[config.mk]
export PLATFORM = sky130hd
export DESIGN_NAME = mult_div
export DESIGN_NICKNAME = d
export VERILOG_FILES = /design/src/rtl/mult_div_pkg.sv /design/src/rtl/div_step.sv /design/src/rtl/mult_div.sv
export SDC_FILE = /design/constraint.sdc
export NUM_CORES = 1
export LEC_CHECK = 0
export BUFFER_PORTS_ARGS = -buffer_cell sky130_fd_sc_hd__buf_2
export CORE_ASPECT_RATIO = 1.75
export CORE_MARGIN = 2
export CORE_UTILIZATION = 55
export CTS_CLUSTER_SIZE = 10
export DETAILED_ROUTE_END_ITERATION = 10
export HOLD_SLACK_MARGIN = 0.02
export PLACE_DENSITY_LB_ADDON = 0.08
export SLEW_MARGIN = 20
export SYNTH_ARGS = -nofsm -noshare
export SYNTH_HDL_FRONTEND = slang
export SYNTH_HIERARCHICAL = 1
export SYNTH_SLANG_ARGS = --single-unit
[constraint.sdc]
create_clock -name clk -period 12.2 [get_ports clk]
set_clock_uncertainty 0.05 [all_clocks]
set_input_delay 0.61 -clock clk [delete_from_list [all_inputs] [get_ports clk]]
set_output_delay 0.61 -clock clk [all_outputs]
set_load 0.005 [all_outputs]
[src/rtl/mult_div_pkg.sv]
// Shared types and constants for the iterative signed multiply/divide unit.
package mult_div_pkg;

  typedef enum logic [1:0] {
    IDLE = 2'd0,
    MULT = 2'd1,
    DIV  = 2'd2,
    DONE = 2'd3
  } state_t;

  localparam int ITERATIONS = 32;
  localparam int CNT_W      = $clog2(ITERATIONS);

  // Two's-complement magnitude; 0x80000000 maps to itself, read as unsigned 2^31.
  function automatic logic [31:0] abs32(input logic [31:0] v);
    return v[31] ? (~v + 32'd1) : v;
  endfunction

endpackage

[src/rtl/div_step.sv]
// One restoring-divide iteration: shift the next dividend bit into the partial
// remainder, trial-subtract the divisor and shift the quotient bit in.
module div_step (
  input  logic [31:0] rem,
  input  logic [31:0] quo,
  input  logic [31:0] divisor,
  output logic [31:0] rem_next,
  output logic [31:0] quo_next
);

  logic [32:0] shifted;
  logic [31:0] diff;
  logic        fits;

  always_comb begin
    shifted = {rem, quo[31]};
    fits    = (shifted >= {1'b0, divisor});
    // When the subtraction fits the true difference is below 2^32.
    diff    = shifted[31:0] - divisor;
    if (fits) begin
      rem_next = diff;
      quo_next = {quo[30:0], 1'b1};
    end else begin
      rem_next = shifted[31:0];
      quo_next = {quo[30:0], 1'b0};
    end
  end

endmodule

[src/rtl/mult_div.sv]
// Iterative signed multiply (radix-2 Booth) and divide (restoring) unit with
// HI/LO result registers, one iteration per clock.
module mult_div
  import mult_div_pkg::*;
(
  input  logic        clk,
  input  logic        reset,
  input  logic        start_mult,
  input  logic        start_div,
  input  logic [31:0] a,
  input  logic [31:0] b,
  output logic [31:0] hi,
  output logic [31:0] lo,
  output logic        busy,
  output logic        done,
  output logic        div_zero,
  output state_t      fsm_state
);

  localparam logic [CNT_W-1:0] LAST_ITER = CNT_W'(ITERATIONS - 1);

  state_t            state;
  logic [CNT_W-1:0]  count;

  // Booth accumulator {A, Q, q_-1} and captured multiplicand.
  logic [64:0]       acc;
  logic [31:0]       mcand;
  logic [32:0]       booth_sum;
  logic [64:0]       booth_next;

  // Restoring divider working registers, on magnitudes.
  logic [31:0]       rem;
  logic [31:0]       quo;
  logic [31:0]       dvs;
  logic              neg_q;
  logic              neg_r;
  logic [31:0]       rem_next;
  logic [31:0]       quo_next;
  logic [31:0]       q_final;
  logic [31:0]       r_final;

  assign fsm_state = state;

  // The add/subtract is done one bit wider so that subtracting 0x80000000
  // cannot overflow before the arithmetic shift.
  always_comb begin
    booth_sum = {acc[64], acc[64:33]};
    case (acc[1:0])
      2'b01:   booth_sum = {acc[64], acc[64:33]} + {mcand[31], mcand};
      2'b10:   booth_sum = {acc[64], acc[64:33]} - {mcand[31], mcand};
      default: booth_sum = {acc[64], acc[64:33]};
    endcase
    booth_next = {booth_sum, acc[32:1]};
  end

  div_step u_div_step (
    .rem      (rem),
    .quo      (quo),
    .divisor  (dvs),
    .rem_next (rem_next),
    .quo_next (quo_next)
  );

  assign q_final = neg_q ? (~quo_next + 32'd1) : quo_next;
  assign r_final = neg_r ? (~rem_next + 32'd1) : rem_next;

  always_ff @(posedge clk or negedge reset) begin
    if (!reset) begin
      state    <= IDLE;
      count    <= '0;
      acc      <= '0;
      mcand    <= '0;
      rem      <= '0;
      quo      <= '0;
      dvs      <= '0;
      neg_q    <= 1'b0;
      neg_r    <= 1'b0;
      hi       <= '0;
      lo       <= '0;
      busy     <= 1'b0;
      done     <= 1'b0;
      div_zero <= 1'b0;
    end else begin
      done <= 1'b0;
      case (state)
        IDLE: begin
          if (start_mult) begin
            mcand    <= a;
            acc      <= {32'd0, b, 1'b0};
            count    <= '0;
            div_zero <= 1'b0;
            busy     <= 1'b1;
            state    <= MULT;
          end else if (start_div) begin
            dvs      <= abs32(b);
            quo      <= abs32(a);
            rem      <= '0;
            neg_q    <= a[31] ^ b[31];
            neg_r    <= a[31];
            count    <= '0;
            div_zero <= 1'b0;
            busy     <= 1'b1;
            state    <= DIV;
          end
        end
        MULT: begin
          acc <= booth_next;
          if (count == LAST_ITER) begin
            hi    <= booth_next[64:33];
            lo    <= booth_next[32:1];
            count <= '0;
            busy  <= 1'b0;
            done  <= 1'b1;
            state <= DONE;
          end else begin
            count <= count + 1'b1;
          end
        end
        DIV: begin
          if (dvs == 32'd0) begin
            // Zero divisor: report it and leave HI/LO untouched.
            div_zero <= 1'b1;
            busy     <= 1'b0;
            done     <= 1'b1;
            state    <= DONE;
          end else begin
            rem <= rem_next;
            quo <= quo_next;
            if (count == LAST_ITER) begin
              hi    <= r_final;
              lo    <= q_final;
              count <= '0;
              busy  <= 1'b0;
              done  <= 1'b1;
              state <= DONE;
            end else begin
              count <= count + 1'b1;
            end
          end
        end
        DONE: begin
          state <= IDLE;
        end
        default: begin
          state <= IDLE;
        end
      endcase
    end
  end

endmodule

==> reports/qor.yml, run 1 <==
grt_pass1_vias: 16116
synth_top_area_share_pct: 35.5
crit_fanout: 24
fin_area_sq_mm: 0.0206
ys_warn_count: 6
ctsLongestPathBuffers: 3
drt-total-wl_microns: 59200
synth_nets: 2374
io_pins: 137
area_growth_pct: 8.47
synth-edff-count: 0
postCtsSetupBuffers: 0
p_leak_uw: 0.00922
cp.arrival_ps: 6600
diodes: 0
cts_made_buffers: 31
cp.required_ps: 12630
syn_area_per_cell_sq_um: 8.51
dpl_cell_area_sq_mm: 0.0197
critPathBufInv: 3
place.gp.congestion: 0.966
yosys.area.top_type: "dfrtp_1"
worst_path_max_delay_cell: "nor3_1"
relSlewSlack_pct: 35.3
final_layout_size_suffix_gt1_share_pct: 12.6
coreArea_sq_mm: 0.0342
outcome: "complete, no violations"
worst_pin_slew_ps: 970
finalMaxSlewViolations: 0
placedCellCount: 2696
synthArstFlopShare_pct: 100
grt_overflow: 0
dieWidth_microns: 144
cts_tree: "yes"
num_rows: 90
min_period_ps: 6180
drtIter0Drc: 1073
clock_sinks: 269
syn_inst: 2229
hold_path_class: "primary input to flop"
routed_via_density: 6.06
syn_area_sq_mm: 0.0190
synthTopCellsByArea: "dfrtp_1 35%, o21ai_0 7.2%, nand2_1 6.1%, xor2_1 5.1%, ha_1 4.9%"
num_vias: 16599
final-hold-violation-count: 0
grt_pass1_wl_microns: 91500
clockRootBuffer: "clkbuf_16"
ctsResizeCount: 0
max-cap-violations: 0
wire_per_inst_microns: 21.6
die_h_microns: 250
p_per_area_mw_per_mm2: 340
rsz0062_at_grt: "false"
setup_ws_ps: 6020
cp_top_family: "simple AND/OR/NAND/NOR gates"
antenna_found_initial: 0
clk_transition_reported_paths_ps: 60
path_class: "flop to flop"
synthFlopType: "dfrtp_1"
final_util_pct: 60.1
clock_latency_ps: 590
ys_seq_elements: 269
crit_path_end_kind: "flop"
ant_nets: 0
post-route-drc-count: 0
finalSetupViolCount: 0
slowest_delay_ps: 560
peakVddDrop_v: 0.000169
holdBufCountCts: 1
port_buffers: 136
finalNetCount: 2415
finalSetupTns_ps: 0
start_kind: "flop"
ys_types: 75
finalNonFillerCells: 2737
clock.fmax_mhz: 162
track_usage_pct: 32.8
crit_path_cell_trace: "inv_1 -> ha_1 -> nand4_1 -> nor3_1 -> o211ai_1 -> nor4b_4 -> o21ai_2 -> a31oi_4 -> o21a_4 -> inv_2 -> buf_4 -> mux2_2 -> or3_1 -> or4_1 -> nor3_1 -> nand3_1 -> or3_1 -> o31ai_1 -> xor2_1 -> a21oi_1 -> a22o_1"
die_area_sq_mm: 0.0361
cts-htree-levels: 1
dp_hpwl_microns: 45300
drt-pass1-iter-count: 5
post-place-ws_ps: 6170
fin_crit_sh_pct: 50.6
yosysSeqAreaShare_pct: 35.5
start_util_pct: 55.4
grt_max_degree: 98
==> cell usage after synthesis, types with 10 or more instances <==
| master | n |
|---|---|
| nor3_1 | 38 |
| mux2i_1 | 65 |
| o21bai_1 | 12 |
| clkbuf_1 | 93 |
| or4_1 | 13 |
| o211ai_1 | 10 |
| o31ai_1 | 46 |
| o21a_1 | 11 |
| nand2b_1 | 13 |
| a21oi_1 | 160 |
| a22o_1 | 48 |
| nor4_1 | 25 |
| dfrtp_1 | 269 |
| ha_1 | 75 |
| mux2_2 | 58 |
| nand2_1 | 310 |
| a31oi_1 | 12 |
| and3_1 | 11 |
| or3_1 | 21 |
| o41ai_1 | 14 |
| nor2_1 | 137 |
| buf_1 | 17 |
| xnor2_1 | 87 |
| xor2_1 | 110 |
| nand4_1 | 18 |
| o21ai_0 | 272 |
| a21o_1 | 22 |
| nand3_1 | 30 |
| buf_4 | 32 |
| inv_1 | 68 |
| nor2b_1 | 17 |
==> per-layer routing <==
layer  vias up  GRT usage, %  share of wire [%]
met5         -             0                  0
met4         0          16.4                5.8
met3       137          3.24                3.8
met2       435          57.3                 51
met1      8023          39.7                 40
li1       8004             -                  -
==> area by class of cell <==
cell class / count / area (sq um)
Tap cell: 460 / 576
Inverter: 71 / 267
Clock buffer: 38 / 802
Timing Repair Buffer: 155 / 840
Multi-Input combinational cell: 1742 / 11300
Sequential cell: 269 / 6730
Clock inverter: 2 / 50.0
Fill cell: 3198 / 13600
==> metrics by stage <==
stage | total power [uW] | hold slack (ps)
6_report | 7010 | 249
3_5_place_dp | 6090 | 409
2_1_floorplan | 4860 | 264
4_1_cts | 6970 | 227
5_1_grt | 7530 | 249
3_3_place_gp | 6050 | 404
==> kinds of logic (layout without fill, tap and decap cells) <==
group	after synthesis	after routing	share of synthesized area [%]
compound gates	671	671	21.5
xor+xnor	197	197	9.09
fa+ha+maj	77	77	5.16
buf+inv	218	266	5.09
flops	269	269	35.5
mux	132	132	7.58
simple gates	665	665	16.1
==> where the power goes <==
group / switching [uW] / internal, uW
Sequential: 429 / 1270
Combinational: 2740 / 1730
Clock: 369 / 476
==> placed cells by master (no fill, tap or decap), drive strengths merged, types with 6 or more instances in the layout <==
cell / instances
a32oi: 6
o211ai: 10
and3: 11
nand2: 310
nor2: 137
nor3: 38
mux2i: 65
a21boi: 6
o21bai: 12
dfrtp: 269
o21ai: 278
ha: 75
or4: 18
a211oi: 9
a21oi: 161
o31ai: 46
inv: 71
nand3: 30
a22o: 48
buf: 154
mux2: 67
nand4: 18
o21a: 12
nor2b: 17
o41ai: 15
a21o: 22
xor2: 110
clkbuf: 38
xnor2: 87
nand2b: 13
or3: 24
a31oi: 13
nor4: 25
==> sequential cells by signal, indices dropped and copies added (netlist names), 2 cells and up <==
| name | cells |
|---|---|
| rem | 32 |
| acc | 65 |
| hi | 32 |
| quo | 32 |
| dvs | 32 |
| fsm_state | 2 |
| mcand | 32 |
| count | 5 |
| lo | 32 |
==> final timing paths <==
check | endpoint | slack (ps) | startpoint | depth (start not counted)
max reg2reg | hi[30]$_DFFE_PN0P_ | 6020 | dvs[10]$_DFFE_PN0P_ | 21
max | hi[30]$_DFFE_PN0P_ | 6020 | dvs[10]$_DFFE_PN0P_ | 21
min | mcand[16]$_DFFE_PN0P_ | 250 | a[16] | 2
max in group asynchronous | lo[10]$_DFFE_PN0P_ | 9750 | reset | 4
min in group asynchronous | hi[20]$_DFFE_PN0P_ | 500 | reset | 2
min reg2reg | hi[12]$_DFFE_PN0P_ | 420 | hi[12]$_DFFE_PN0P_ | 2
Power figures use the tool's default switching activity.
==> run 2: changes to the inputs <==
==> constraint.sdc (replaced) <==
create_clock -name clk -period 5 [get_ports clk]
set_clock_uncertainty 0.05 [all_clocks]
set_input_delay 0.25 -clock clk [delete_from_list [all_inputs] [get_ports clk]]
set_output_delay 0.25 -clock clk [all_outputs]
set_load 0.005 [all_outputs]
==> run 2 against run 1 <==
Sequential power increased by 140%; setup slack worse by 5900 ps; non-clock buffer count grew 186; largest power group unchanged; highest routed layer unchanged.
==> reports/qor.yml, run 2 (synthesis results as in run 1) <==
outcome: "complete, no violations"
area_growth_pct: 17.6
cp_top_family: "simple AND/OR/NAND/NOR gates"
p_leak_uw: 0.0101
diodes: 0
finalSetupViolCount: 0
port_buffers: 136
min_period_ps: 4890
worst_pin_slew_ps: 1090
die_area_sq_mm: 0.0361
p_per_area_mw_per_mm2: 837
max-cap-violations: 0
cts_tree: "yes"
dieWidth_microns: 144
start_util_pct: 55.4
final-hold-violation-count: 0
io_pins: 137
routed_via_density: 5.97
final_common_cell: "nand2_1"
antenna_found_initial: 0
num_vias: 17427
drtIter0Drc: 1099
cpMostUsedCell: "or3_4"
start_kind: "flop"
ctsLongestPathBuffers: 3
fin_crit_sh_pct: 97.9
grt_overflow: 0
clock_sinks: 269
finalSetupTns_ps: 0
cts-htree-levels: 1
clock_latency_ps: 600
track_usage_pct: 34.4
cts_made_buffers: 31
die_h_microns: 250
mostFrequentLayoutCells: "307 x nand2_1, 271 x o21ai_0, 269 x dfrtp_1, 157 x a21oi_1, 140 x buf_4"
top_register: "acc"
finalNonFillerCells: 2921
wire_per_inst_microns: 21.4
peakVddDrop_v: 0.000540
post-route-drc-count: 0
critPathBufInv: 2
worst_path_max_delay_cell: "or4_4"
clock.fmax_mhz: 204
drt-pass1-iter-count: 5
placedCellCount: 2816
ant_nets: 0
p_total_uw: 18700
grt_max_degree: 116
crit_path_end_kind: "flop"
finalMaxSlewViolations: 0
clockRootBuffer: "clkbuf_16"
dp_hpwl_microns: 47100
clk_transition_reported_paths_ps: 60
hold_path_class: "primary input to flop"
rsz0062_at_grt: "true"
cp.required_ps: 5430
place.gp.congestion: 0.985
drt-total-wl_microns: 62700
largest_register_ffs: 65
num_rows: 90
coreArea_sq_mm: 0.0342
grt_pass1_vias: 17178
cp.arrival_ps: 5320
path_class: "flop to flop"
finalNetCount: 2601
final_layout_size_suffix_gt1_share_pct: 17.8
crit_fanout: 5
crit_path_cell_trace: "ha_1 -> nand4_1 -> a211oi_1 -> or3_4 -> nor4b_4 -> buf_4 -> o21ai_2 -> a31oi_4 -> o21a_4 -> inv_2 -> mux2_2 -> or3_4 -> or4_4 -> nor3_2 -> nand3_1 -> or3_4 -> o31ai_4 -> xor2_1 -> a21oi_1 -> a22o_1"
grt_pass1_wl_microns: 95700
relSlewSlack_pct: 27.6
slowest_delay_ps: 460
==> run 2: changes by cell type in the layout (fill, tap and decap cells not counted), moves of 4 or more <==
cell,previous run,this run
ha_4,1,6
nor3_1,38,34
dlygate4sd3_1,1,61
clkbuf_1,7,3
nor3_2,0,4
ha_1,73,67
buf_4,17,140
==> run 2: stage by stage <==
stage	util (%)	cell area, sq um	hold WS [ps]	setup slack (ps)
5_1_grt	65.2	22300	47.6	-87.0
3_3_place_gp	60.3	20600	273	41.0
4_1_cts	64.7	22100	21.8	3.32
6_report	65.2	22300	32.4	105
3_5_place_dp	60.3	20600	285	-18.7
2_1_floorplan	-	19000	-95.6	26.2
==> run 2: final timing paths <==
| kind | start | to | slack, ps | depth (start not counted) |
|---|---|---|---|---|
| max | rem[11]$_DFFE_PN0P_ | hi[30]$_DFFE_PN0P_ | 110 | 20 |
| max reg2reg | rem[11]$_DFFE_PN0P_ | hi[30]$_DFFE_PN0P_ | 110 | 20 |
| max in group asynchronous | reset | dvs[10]$_DFFE_PN0P_ | 3340 | 3 |
| min reg2reg | lo[24]$_DFFE_PN0P_ | lo[24]$_DFFE_PN0P_ | 420 | 2 |
| min | b[3] | acc[4]$_DFFE_PN0P_ | 30 | 3 |
| min in group asynchronous | reset | acc[50]$_DFFE_PN0P_ | 200 | 2 |
==> run 2: area by class of cell <==
type	count	area, sq um
clock buffers	36	815
repair buffers	341	2410
well taps	460	576
flip-flops and latches	269	6730
clock inverters	2	50.0
multi-input cells	1742	11500
inverters	71	267
fillers	2981	11900
==> run 2: what timing repair did <==
item	4_1_cts	5_1_grt
gates cloned	0	0
endpoints found under the hold margin	171	0
resized for setup	3	23
setup buffers	0	6
setup endpoints to repair	4	14
hold buffers	61	0
pin swaps	0	10
==> run 2: per-layer routing <==
| metal | share of wire (%) | wire, microns | vias to the layer above | global-route usage (%) |
|---|---|---|---|---|
| met5 | 0 | 0 | - | 0 |
| met4 | 7.2 | 4520 | 0 | 20.9 |
| met3 | 4.3 | 2700 | 166 | 3.51 |
| met2 | 50 | 31500 | 519 | 59.6 |
| met1 | 38 | 24000 | 8378 | 40.2 |
| li1 | - | - | 8364 | - |
==> run 2: worst reg2reg max path: cells and delay by family, from the launching register on <==
kind / cells / cell delay [ps]
DFF: 1 / 420
AOI/OAI and AO/OA: 7 / 950
muxes: 1 / 290
buffers and inverters: 2 / 250
xor gates and xnor gates: 1 / 170
adders and majority gates: 1 / 330
and+or+nand+nor: 8 / 2330
==> run 2: where the power goes <==
group          leakage, uW  internal, uW  switching, uW
Clock             0.000424          1180            908
Combinational      0.00629          5300           7190
Sequential         0.00340          3090           1020
==> run 3: changes to the inputs <==
--- a/config.mk
+++ b/config.mk
@@ -5,12 +5,11 @@
 export SDC_FILE = /design/constraint.sdc
 export NUM_CORES = 1
 export LEC_CHECK = 0
-export BUFFER_PORTS_ARGS = -buffer_cell sky130_fd_sc_hd__buf_2
-export CORE_ASPECT_RATIO = 1.75
 export CORE_MARGIN = 2
 export CORE_UTILIZATION = 55
 export CTS_CLUSTER_SIZE = 10
 export DETAILED_ROUTE_END_ITERATION = 10
+export DONT_BUFFER_PORTS = 1
 export HOLD_SLACK_MARGIN = 0.02
 export PLACE_DENSITY_LB_ADDON = 0.08
 export SLEW_MARGIN = 20
==> run 3 against run 2 <==
The run now ends with negative hold slack left; first-iteration DRC count grew 19%; highest routed layer unchanged; non-clock buffer count shrank 174; via count shrank 3.6%; utilization shrank 2.2 points; sequential share of layout area grew 0.99 points; critical path depth is the same; critical path type unchanged.
==> reports/qor.yml, run 3 (synthesis results as in run 1) <==
outcome: "finished with violations"
violations: "negative hold slack"
rsz0062_at_grt: "true"
slowest_delay_ps: 560
timing.rr.end: "hi[30]$_DFFE_PN0P_"
cpMostUsedCell: "or3_4"
port_buffers: 0
wire_per_inst_microns: 21.8
dp_hpwl_microns: 43300
cp.required_ps: 5380
worst_pin_slew_ps: 1090
finalNetCount: 2431
placedCellCount: 2629
ff_latch_area_sq_mm: 0.00673
crit_path_cell_trace: "inv_1 -> ha_4 -> a21oi_2 -> a211oi_1 -> or3_4 -> nor4b_4 -> o21ai_2 -> a31oi_4 -> o21a_4 -> inv_2 -> buf_6 -> mux2_4 -> or4_4 -> nor3_4 -> nand3_2 -> or3_4 -> o31ai_2 -> xor2_1 -> a21oi_1 -> a22o_1"
cp_top_family: "simple AND/OR/NAND/NOR gates"
path_class: "flop to flop"
multi_input_area_sq_mm: 0.0115
clock_sinks: 269
clockRootBuffer: "clkbuf_16"
worst_path_max_delay_cell: "or4_4"
grt_overflow: 0
mostFrequentLayoutCells: "306 x nand2_1, 270 x o21ai_0, 269 x dfrtp_1, 157 x a21oi_1, 137 x nor2_1"
critPathBufInv: 3
largest_register_ffs: 65
place.gp.congestion: 0.920
finalNonFillerCells: 2758
io_pins: 137
routed_via_density: 6.09
finalSetupViolCount: 0
top_register: "acc"
post-place-ws_ps: 3.08
timing.rr.start: "dvs[7]$_DFFE_PN0P_"
grt_pass1_vias: 15897
diodes: 0
setup_ws_ps: 154
fin_crit_sh_pct: 96.9
dieWidth_microns: 190
final_common_cell: "nand2_1"
final_util_pct: 63.0
antenna_found_initial: 1
hold_path_class: "primary input to async pin"
ff2ff_setup_slack_ps: 150
clk_transition_reported_paths_ps: 60
grt_max_degree: 270
cts-htree-levels: 2
final-hold-violation-count: 269
clock_latency_ps: 560
p_leak_uw: 0.00947
start_kind: "flop"
max-cap-violations: 0
min_period_ps: 4850
drt-total-wl_microns: 60200
nFillCells: 2931
relSlewSlack_pct: 27.5
crit_fanout: 12
start_util_pct: 55.4
cts_tree: "yes"
p_per_area_mw_per_mm2: 850
p_total_uw: 18400
peakVddDrop_v: 0.000522
num_vias: 16804
cp.arrival_ps: 5220
holdBufCountCts: 69
die_area_sq_mm: 0.0360
post-route-drc-count: 0
coreArea_sq_mm: 0.0343
drt-pass1-iter-count: 5
track_usage_pct: 33.3
drtIter0Drc: 1305
final_layout_size_suffix_gt1_share_pct: 12.0
finalMaxSlewViolations: 0
area_growth_pct: 13.9
die_h_microns: 190
clock.fmax_mhz: 206
crit_path_end_kind: "flop"
startpoint: "dvs[7]$_DFFE_PN0P_"
whs_ps: -633
num_rows: 68
grt_pass1_wl_microns: 93300
ant_nets: 0
worstRegToRegCells: 20
ctsLongestPathBuffers: 3
cts_made_buffers: 35
-- run 3: how the worst max path moves through the flow --
| stage | to | depth (start not counted) |
|---|---|---|
| CTS | hi[30]$_DFFE_PN0P_ | 20 |
| global placement | hi[30]$_DFFE_PN0P_ | 19 |
| floorplan | hi[30]$_DFFE_PN0P_ | 21 |
| detailed placement | hi[22]$_DFFE_PN0P_ | 18 |
| global route | hi[29]$_DFFE_PN0P_ | 22 |
| finish | hi[30]$_DFFE_PN0P_ | 20 |
-- run 3: report_power, final --
part	internal [uW]	leakage (uW)	switching, uW
logic	4870	0.00554	6860
clock network	1440	0.000525	1000
registers	3090	0.00340	1110
-- run 3: cell type report --
cell class / instances / share of cell area, %
Clock inverter: 8 / 0.602
Tap cell: 455 / 2.63
Inverter: 71 / 1.23
Sequential cell: 269 / 31.1
Timing Repair Buffer: 167 / 6.62
Multi-Input combinational cell: 1742 / 53.4
Clock buffer: 46 / 4.38
-- run 3: worst reg2reg max path: stages (launching register included) --
cell	delay (ps)
dfrtp_1	400
inv_1	100
ha_4	220
a21oi_2	150
a211oi_1	80
or3_4	390
nor4b_4	370
o21ai_2	110
a31oi_4	170
o21a_4	160
inv_2	60
buf_6	160
mux2_4	350
or4_4	560
nor3_4	260
nand3_2	100
or3_4	360
o31ai_2	210
xor2_1	160
a21oi_1	90
a22o_1	230
-- run 3: stage by stage --
stage / TNS [ps] / instance area (sq um) / hold slack (ps)
floorplan: 0 / 19000 / -95.6
global placement: 0 / 19600 / -80.9
detailed placement: 0 / 19600 / -80.1
CTS: 0 / 21400 / -675
global route: -58.8 / 21600 / -652
finish: 0 / 21600 / -633
-- run 3: per-layer routing --
metal	GRT usage, %	wire length, microns
met5	0	0
met4	12.2	2090
met3	5.74	3840
met2	52.0	27200
met1	46.6	27100
-- run 3: timing repair --
action                                 CTS  global route
buffers inserted                         0             6
setup endpoints to repair                3            13
endpoints found under the hold margin  394           269
pin swaps                                1            15
gates resized for setup                  3            35
